File: src/rtl/seq_pattern_gen_pkg.sv
// Shared constants and state encoding for the 1011 pattern generator.
// Also used by the matching detector bench.
package seq_pkg;

    typedef enum logic [1:0] {
        IDLE = 2'd0,
        SEND = 2'd1,
        GAP  = 2'd2,
        DONE = 2'd3
    } state_t;

    localparam int DEF_PAT_W = 4;
    localparam logic [DEF_PAT_W-1:0] DEF_PAT = 4'b1011;

    // States in which the stream carries meaningful bits.
    function automatic logic is_active(input state_t s);
        return (s == SEND) || (s == GAP);
    endfunction

endpackage

File: src/rtl/seq_pattern_gen_piso.sv
// Parallel-in serial-out register, MSB presented first.
// Load wins over shift when both are requested.
module seq_piso #(
    parameter int W = 4
) (
    input  logic         clk,
    input  logic         reset_n,
    input  logic         load,
    input  logic         shift,
    input  logic [W-1:0] din,
    output logic         msb
);

    logic [W-1:0] q;

    // Load a fresh pattern or advance one bit toward the MSB.
    always_ff @(posedge clk or negedge reset_n) begin
        if (!reset_n) begin
            q <= '0;
        end else if (load) begin
            q <= din;
        end else if (shift) begin
            q <= {q[W-2:0], 1'b0};
        end
    end

    assign msb = q[W-1];

endmodule

File: src/rtl/seq_pattern_gen.sv
// Serial pattern generator: repeats PAT with optional zero gaps.
// Optional abort input enabled by SEQ_PATTERN_GEN_ABORT_EN.
module seq_pattern_gen
    import seq_pkg::*;
#(
    parameter int               PAT_W = DEF_PAT_W,
    parameter logic [PAT_W-1:0] PAT   = DEF_PAT,
    parameter int               CNT_W = 8,
    parameter int               GAP_W = 4
) (
    input  logic             clk,
    input  logic             reset_n,
    input  logic             start,
    input  logic [CNT_W-1:0] repeat_cnt,
    input  logic [GAP_W-1:0] gap_len,
    input  logic             out_ready,
`ifdef SEQ_PATTERN_GEN_ABORT_EN
    input  logic             abort,
`endif
    output logic             out_bit,
    output logic             out_valid,
    output logic             busy,
    output logic             done
);

    localparam int IDX_W = (PAT_W > 1) ? $clog2(PAT_W) : 1;
    localparam logic [IDX_W-1:0] IDX_LAST = IDX_W'(PAT_W - 1);

    state_t           state, state_next;
    logic [CNT_W-1:0] rep_left, rep_next;
    logic [GAP_W-1:0] gap_reg, gap_reg_next;
    logic [GAP_W-1:0] gap_idx, gap_idx_next;
    logic [IDX_W-1:0] bit_idx, bit_idx_next;
    logic             pload, pshift;
    logic             pat_msb;
    logic             abort_hit;
    logic             xfer;

`ifdef SEQ_PATTERN_GEN_ABORT_EN
    assign abort_hit = abort && is_active(state);
`else
    assign abort_hit = 1'b0;
`endif

    // An abort in the same cycle cancels the transfer.
    assign xfer = out_valid && out_ready && !abort_hit;

    seq_piso #(.W(PAT_W)) u_piso (
        .clk     (clk),
        .reset_n (reset_n),
        .load    (pload),
        .shift   (pshift),
        .din     (PAT),
        .msb     (pat_msb)
    );

    // State and counter registers.
    always_ff @(posedge clk or negedge reset_n) begin
        if (!reset_n) begin
            state    <= IDLE;
            rep_left <= '0;
            gap_reg  <= '0;
            gap_idx  <= '0;
            bit_idx  <= '0;
        end else begin
            state    <= state_next;
            rep_left <= rep_next;
            gap_reg  <= gap_reg_next;
            gap_idx  <= gap_idx_next;
            bit_idx  <= bit_idx_next;
        end
    end

    // Next-state, counter updates and shift-register control.
    always_comb begin
        state_next   = state;
        rep_next     = rep_left;
        gap_reg_next = gap_reg;
        gap_idx_next = gap_idx;
        bit_idx_next = bit_idx;
        pload        = 1'b0;
        pshift       = 1'b0;
        unique case (state)
            IDLE: begin
                if (start) begin
                    rep_next     = repeat_cnt;
                    gap_reg_next = gap_len;
                    bit_idx_next = IDX_LAST;
                    pload        = 1'b1;
                    state_next   = (repeat_cnt != '0) ? SEND : DONE;
                end
            end
            SEND: begin
                if (abort_hit) begin
                    state_next = IDLE;
                end else if (xfer) begin
                    if (bit_idx == '0) begin
                        rep_next = rep_left - CNT_W'(1);
                        if (rep_left == CNT_W'(1)) begin
                            state_next = DONE;
                        end else if (gap_reg == '0) begin
                            pload        = 1'b1;
                            bit_idx_next = IDX_LAST;
                        end else begin
                            gap_idx_next = gap_reg;
                            state_next   = GAP;
                        end
                    end else begin
                        pshift       = 1'b1;
                        bit_idx_next = bit_idx - IDX_W'(1);
                    end
                end
            end
            GAP: begin
                if (abort_hit) begin
                    state_next = IDLE;
                end else if (xfer) begin
                    if (gap_idx == GAP_W'(1)) begin
                        pload        = 1'b1;
                        bit_idx_next = IDX_LAST;
                        state_next   = SEND;
                    end else begin
                        gap_idx_next = gap_idx - GAP_W'(1);
                    end
                end
            end
            DONE: begin
                state_next = IDLE;
            end
            default: begin
                state_next = IDLE;
            end
        endcase
    end

    // Moore outputs decoded from the current state.
    always_comb begin
        out_valid = is_active(state);
        out_bit   = (state == SEND) && pat_msb;
        busy      = (state != IDLE);
        done      = (state == DONE);
    end

endmodule

File: config.mk
export PLATFORM = sky130hd
export DESIGN_NAME = seq_pattern_gen
export DESIGN_NICKNAME = d
export VERILOG_FILES = /design/src/rtl/seq_pattern_gen_pkg.sv /design/src/rtl/seq_pattern_gen_piso.sv /design/src/rtl/seq_pattern_gen.sv
export SDC_FILE = /design/constraint.sdc
export NUM_CORES = 1
export LEC_CHECK = 0
export CAP_MARGIN = 10
export CORE_ASPECT_RATIO = 0.9
export CORE_MARGIN = 2
export CORE_UTILIZATION = 40
export CTS_CLUSTER_SIZE = 8
export DETAILED_ROUTE_END_ITERATION = 16
export PLACE_DENSITY_LB_ADDON = 0.3
export SLEW_MARGIN = 25
export SYNTH_ARGS = -nofsm -noshare
export SYNTH_HDL_FRONTEND = slang
export SYNTH_SLANG_ARGS = --single-unit
File: constraint.sdc
create_clock -name clk -period 5.4 [get_ports clk]
set_clock_uncertainty 0.15 [all_clocks]
set_input_delay 0.81 -clock clk [delete_from_list [all_inputs] [get_ports clk]]
set_output_delay 0.81 -clock clk [all_outputs]
set_load 0.005 [all_outputs]
[Word-level counts from Yosys, hierarchy flattened]
Index checks and enable logic that the tools add are counted.
Cells by class
  add/sub/neg operators: 3
  eq/ne operators: 16
  muxes and demuxes: 41
  reductions and logical operators: 17
Operator list (number)
  2-to-1 mux 4 bit: 8
  2-to-1 mux 2 bit: 15
  2-to-1 mux 8 bit: 3
  inequality test 2 bit, second input constant: 8
  case mux 8 bit (2 select lines): 1
  AND reduction 7 bit: 2
  2-to-1 mux 1 bit: 10
  inequality test 3 bit, second input constant: 3
  equality test 8 x 1 -> 1 bit, second input constant: 1
  case mux 2 bit (4 select lines): 1
  case mux 4 bit (2 select lines): 1
  nonzero test 2 bit: 4
  nonzero test 8 bit: 1
  subtractor 8 x 1 -> 8 bit, second input constant: 1
  case mux 2 bit (3 select lines): 1
  AND reduction 6 bit: 1
  equality test 2 bit, second input constant: 2
  equality test 4 x 1 -> 1 bit, second input constant: 1
  logical NOT 2 bit: 2
  logical NOT 4 bit: 1
  AND reduction 4 bit: 1
  subtractor 4 x 1 -> 4 bit, second input constant: 1
  case mux 1 bit (3 select lines): 1
  nonzero test 3 bit: 1
  other kinds (5): 6
Word-level totals
  flip-flop bits (word level): 24
  bits of input ports: 16
  output and inout port bits: 4
  word-level logic and storage cells: 83

[Depth between registers and ports, before layout]
  depth after elaboration: 7
  depth in mapped cells: 8
  depth with buffers taken out: 7

[Cells and area by module]
Synthesis repeated with hierarchy kept, for this count alone.
Second synthesis, totals
  cells, all modules: 191
  area, all modules: 1696.6 µm²
By module, submodules not included
  seq_pattern_gen: times used 1, cells an instance 176, area each 1527.7 µm², sequential area each 500.5 µm²
  seq_piso: times used 1, cells an instance 15, area each 168.9 µm², sequential area each 100.1 µm²

[Least setup slack after synthesis]
OpenSTA, ideal clock, no wires.
  path type: register to output
  start point: register state[1]
  end point: output port out_bit
  arrival: 1.367 ns
  required time: 4.440 ns
  path slack: 3.073 ns
  cell stages (with the launch flop): 6
  buffers on the path: 2
  cells stage by stage: dfrtp_1 > inv_1 > ha_1 > buf_2 > clkbuf_1 > and2_1
Between the ends
  word-level cells in the longest chain between the ends: 2
RTL lines
  start: declaration: line seq_pattern_gen.sv:29  | state_t state, state_next;
  start signal: assignment: line seq_pattern_gen.sv:66  | state <= state_next;
  equality test 2 x 1 -> 1 bit: line seq_pattern_gen.sv:139  | out_bit = (state == SEND) && pat_msb;
  logical AND 1 bit: line seq_pattern_gen.sv:139
  end: declaration: line seq_pattern_gen.sv:20  | output logic out_bit,
No other way between the ends.

[Worst setup path after layout]
Same ends and word-level chain as after synthesis.

==> results.yml <==
outcome:
  status: "complete, no violations"
final_layout:
  most-common-layout-cells: "24 x dfrtp_1, 19 x nor2_1, 18 x clkdlybuf4s50_1"
  final_common_cell: "dfrtp_1"
  drive_gt1_share_pct: 8.99
  largest_register_ffs: 8
  fin_util_pct: 49.8
  fin_area_um2: 1850
  regMostFlops: "rep_left"
  diodes: 0
  layout.nets: 216
  syn_to_final_growth_pct: 19.4
detailed_routing:
  routed_wl_mm: 3.44
  met3_length_um: 126
  drc: 0
  m1WireLength_mm: 1.67
  drt-wirelength-per-cell_um: 14.6
  highest_layer: "met4"
  route.met2.wl_mm: 1.61
  num_vias: 1290
  vias_per_cell: 5.49
  final_antenna_net_count: 0
  dr.pass1.iters: 4
  first_iter_violations: 86
power:
  ir_worst_vdd_v: 0.000266
  p_per_area_nw_per_um2: 598
  p_leak_nw: 0.761
global_routing:
  grt_pass1_vias: 1280
  overflow: 0
  grt_pass1_wl_mm: 6.11
  antenna_found_initial: 0
  grt_start_max_net_pins: 34
  grt_usage_pct: 17.2
hold_path:
  hold_path_class: "in -> async"
synthesis:
  avgSynthCellArea_um2: 9.10
  synth_fa_ha_area_share_pct: 8.09
  syn_area_um2: 1550
  yosysUniqueCellTypes: 42
  synth-seq-cells: 24
  syn_nets: 196
  synth_top_family_by_area: "compound AO/OA/AOI/OAI gates"
  netlist_instances: 170
  synth-compound-area-share_pct: 21.4
  synthMuxAreaShare_pct: 6.88
  synthXorXnorAreaFrac_pct: 0
  synth-simple-area-share_pct: 19.5
  ys_seq_area_share_pct: 38.8
  ys_warn_count: 0
timing:
  rsz0062_at_grt: "no"
  setup_violations: 0
  setup_slack_ns: 2.29
  fmax_mhz: 322
  tns_ns: 0
  hold_violations: 0
  slew_violations: 0
  slew_headroom_pct: 62.7
  min_period_ns: 3.11
  worst_pin_slew_ns: 0.560
  min_period_over_period_pct: 57.5
worst_setup_path:
  endpoint_kind: "primary output"
  startpoint_type: "flip-flop"
  path_cells: "inv_1, ha_2, and2_1, clkdlybuf4s50_1"
  r2r-start: "state[1]$_DFFE_PN0P_"
  slowest_delay_ns: 0.57
  cp_max_fo: 33
  r2r_end: "gap_idx[3]$_DFFE_PN0P_"
  crit_type: "reg -> out"
  cp.required_ns: 4.44
  rrSetupSlack_ns: 2.88
  critical-path-top-delay-family: "buffers and inverters"
  cp_data_arrival_time_ns: 2.15
  reg2reg_depth: 7
  cp_slowest_cell: "ha_2"
  critPathBufInv: 2
clocking:
  cts_htree_levels: 1
  clk_pin_slew_ns: 0.10
  clock_sinks: 24
  ctsRootBufferMaster: "clkbuf_8"
  cts_buffers: 3
  cts_resized: 0
  clock_path_buffers: 2
  tritoncts: "done"
  cts_setup_buffers: 0
  clk_latency_ns: 0.28
  ctsHoldBuffers: 0
run:
  maxCapViolations: 0
floorplan:
  die_w_um: 69.5
  core_area_um2: 3700
  io_pins: 20
  die_area_um2: 4380
  rows: 21
  die_y_um: 63.0
  start_util_pct: 41.7
placement:
  dpl.hpwl_mm: 2.58
  gp_congestion: 0.839
  postPlaceCellArea_um2: 1770
  port_buffers: 19
  dp_slack_ns: 2.30
-- layer usage --
layer  GRT usage, %  vias to the layer above
met5              0                        -
met4           3.68                        0
met3           3.55                        5
met2           28.5                       23
met1           23.3                      606
li1               -                      656
-- worst register-to-register path, cell delays in order, from the launching register on --
cell,delay [ns]
dfrtp_1,0.43
inv_1,0.14
ha_2,0.57
nor4bb_1,0.34
a22oi_1,0.19
o211ai_1,0.30
mux2i_1,0.24
nor2_1,0.06
-- worst max path at each step --
stage / start / to / slack, ns / cells after the start
after floorplan: state[1]$_DFFE_PN0P_ / out_bit / 3.07 / 5
after global placement: state[1]$_DFFE_PN0P_ / out_bit / 2.34 / 4
after detailed placement: state[1]$_DFFE_PN0P_ / out_bit / 2.30 / 4
after CTS: state[1]$_DFFE_PN0P_ / out_bit / 1.96 / 4
after global routing: state[1]$_DFFE_PN0P_ / out_bit / 2.17 / 4
final: state[1]$_DFFE_PN0P_ / out_bit / 2.29 / 4
-- kinds of logic after synthesis --
family / Yosys count
AND/OR/NAND/NOR: 57
multiplexers: 10
AO/OA/AOI/OAI: 48
adder cells (fa/ha/maj): 10
buffers and inverters: 21
flip-flops: 24
-- through the flow --
stage                     total power, W  hold slack (ns)  std cells
after detailed placement        0.000931            0.340        230
after global routing             0.00120            0.397        235
final                            0.00110            0.347        235
after CTS                        0.00110            0.364        234
after floorplan                 0.000773            0.296        170
after global placement          0.000904            0.310        230
-- cell type report --
| class | instances | area, um2 |
|---|---|---|
| Multi-Input combinational cell | 125 | 867 |
| Inverter | 16 | 60.1 |
| Sequential cell | 24 | 601 |
| Clock inverter | 1 | 30.0 |
| Tap cell | 46 | 57.6 |
| Fill cell | 353 | 1860 |
| Clock buffer | 3 | 41.3 |
| Timing Repair Buffer | 20 | 190 |
-- power by group --
part	switching, W	internal [W]	leakage [nW]
clock network	0.0000661	0.0000993	0.0357
logic	0.000310	0.000266	0.451
registers	0.0000954	0.000268	0.274
-- cell usage after synthesis (all sizes together) --
| cell | count | area, um2 |
|---|---|---|
| dfrtp | 24 | 601 |
| mux2 | 5 | 56.3 |
| and2 | 2 | 12.5 |
| nor3b | 2 | 15.0 |
| inv | 15 | 56.3 |
| nor2 | 19 | 71.3 |
| nor4b | 1 | 8.76 |
| o211ai | 3 | 22.5 |
| a22oi | 1 | 7.51 |
| or3b | 1 | 8.76 |
| o2111a | 1 | 11.3 |
| o31ai | 2 | 15.0 |
| nor3 | 4 | 20.0 |
| mux2i | 5 | 50.1 |
| nand2 | 13 | 48.8 |
| nand4 | 1 | 6.26 |
| ha | 10 | 125 |
| buf | 2 | 10.0 |
| a311oi | 1 | 8.76 |
| o21ai | 6 | 30.0 |
| clkbuf | 3 | 11.3 |
| a311o | 1 | 10.0 |
| or3 | 3 | 18.8 |
| o2bb2ai | 1 | 8.76 |
| a221oi | 1 | 8.76 |
| a21oi | 14 | 70.1 |
| a21boi | 1 | 11.3 |
| or2 | 1 | 6.26 |
| o22ai | 1 | 6.26 |
| clkinv | 1 | 3.75 |
| o22a | 7 | 61.3 |
| nand3 | 2 | 10.0 |
| nor4 | 3 | 40.0 |
| nor4bb | 1 | 10.0 |
| a31oi | 4 | 25.0 |
| a41oi | 2 | 17.5 |
| o2111ai | 1 | 8.76 |
| o32ai | 1 | 8.76 |
| nand2b | 2 | 12.5 |
| nor2b | 2 | 12.5 |
Note: power is estimated with default switching activity, not from simulation.
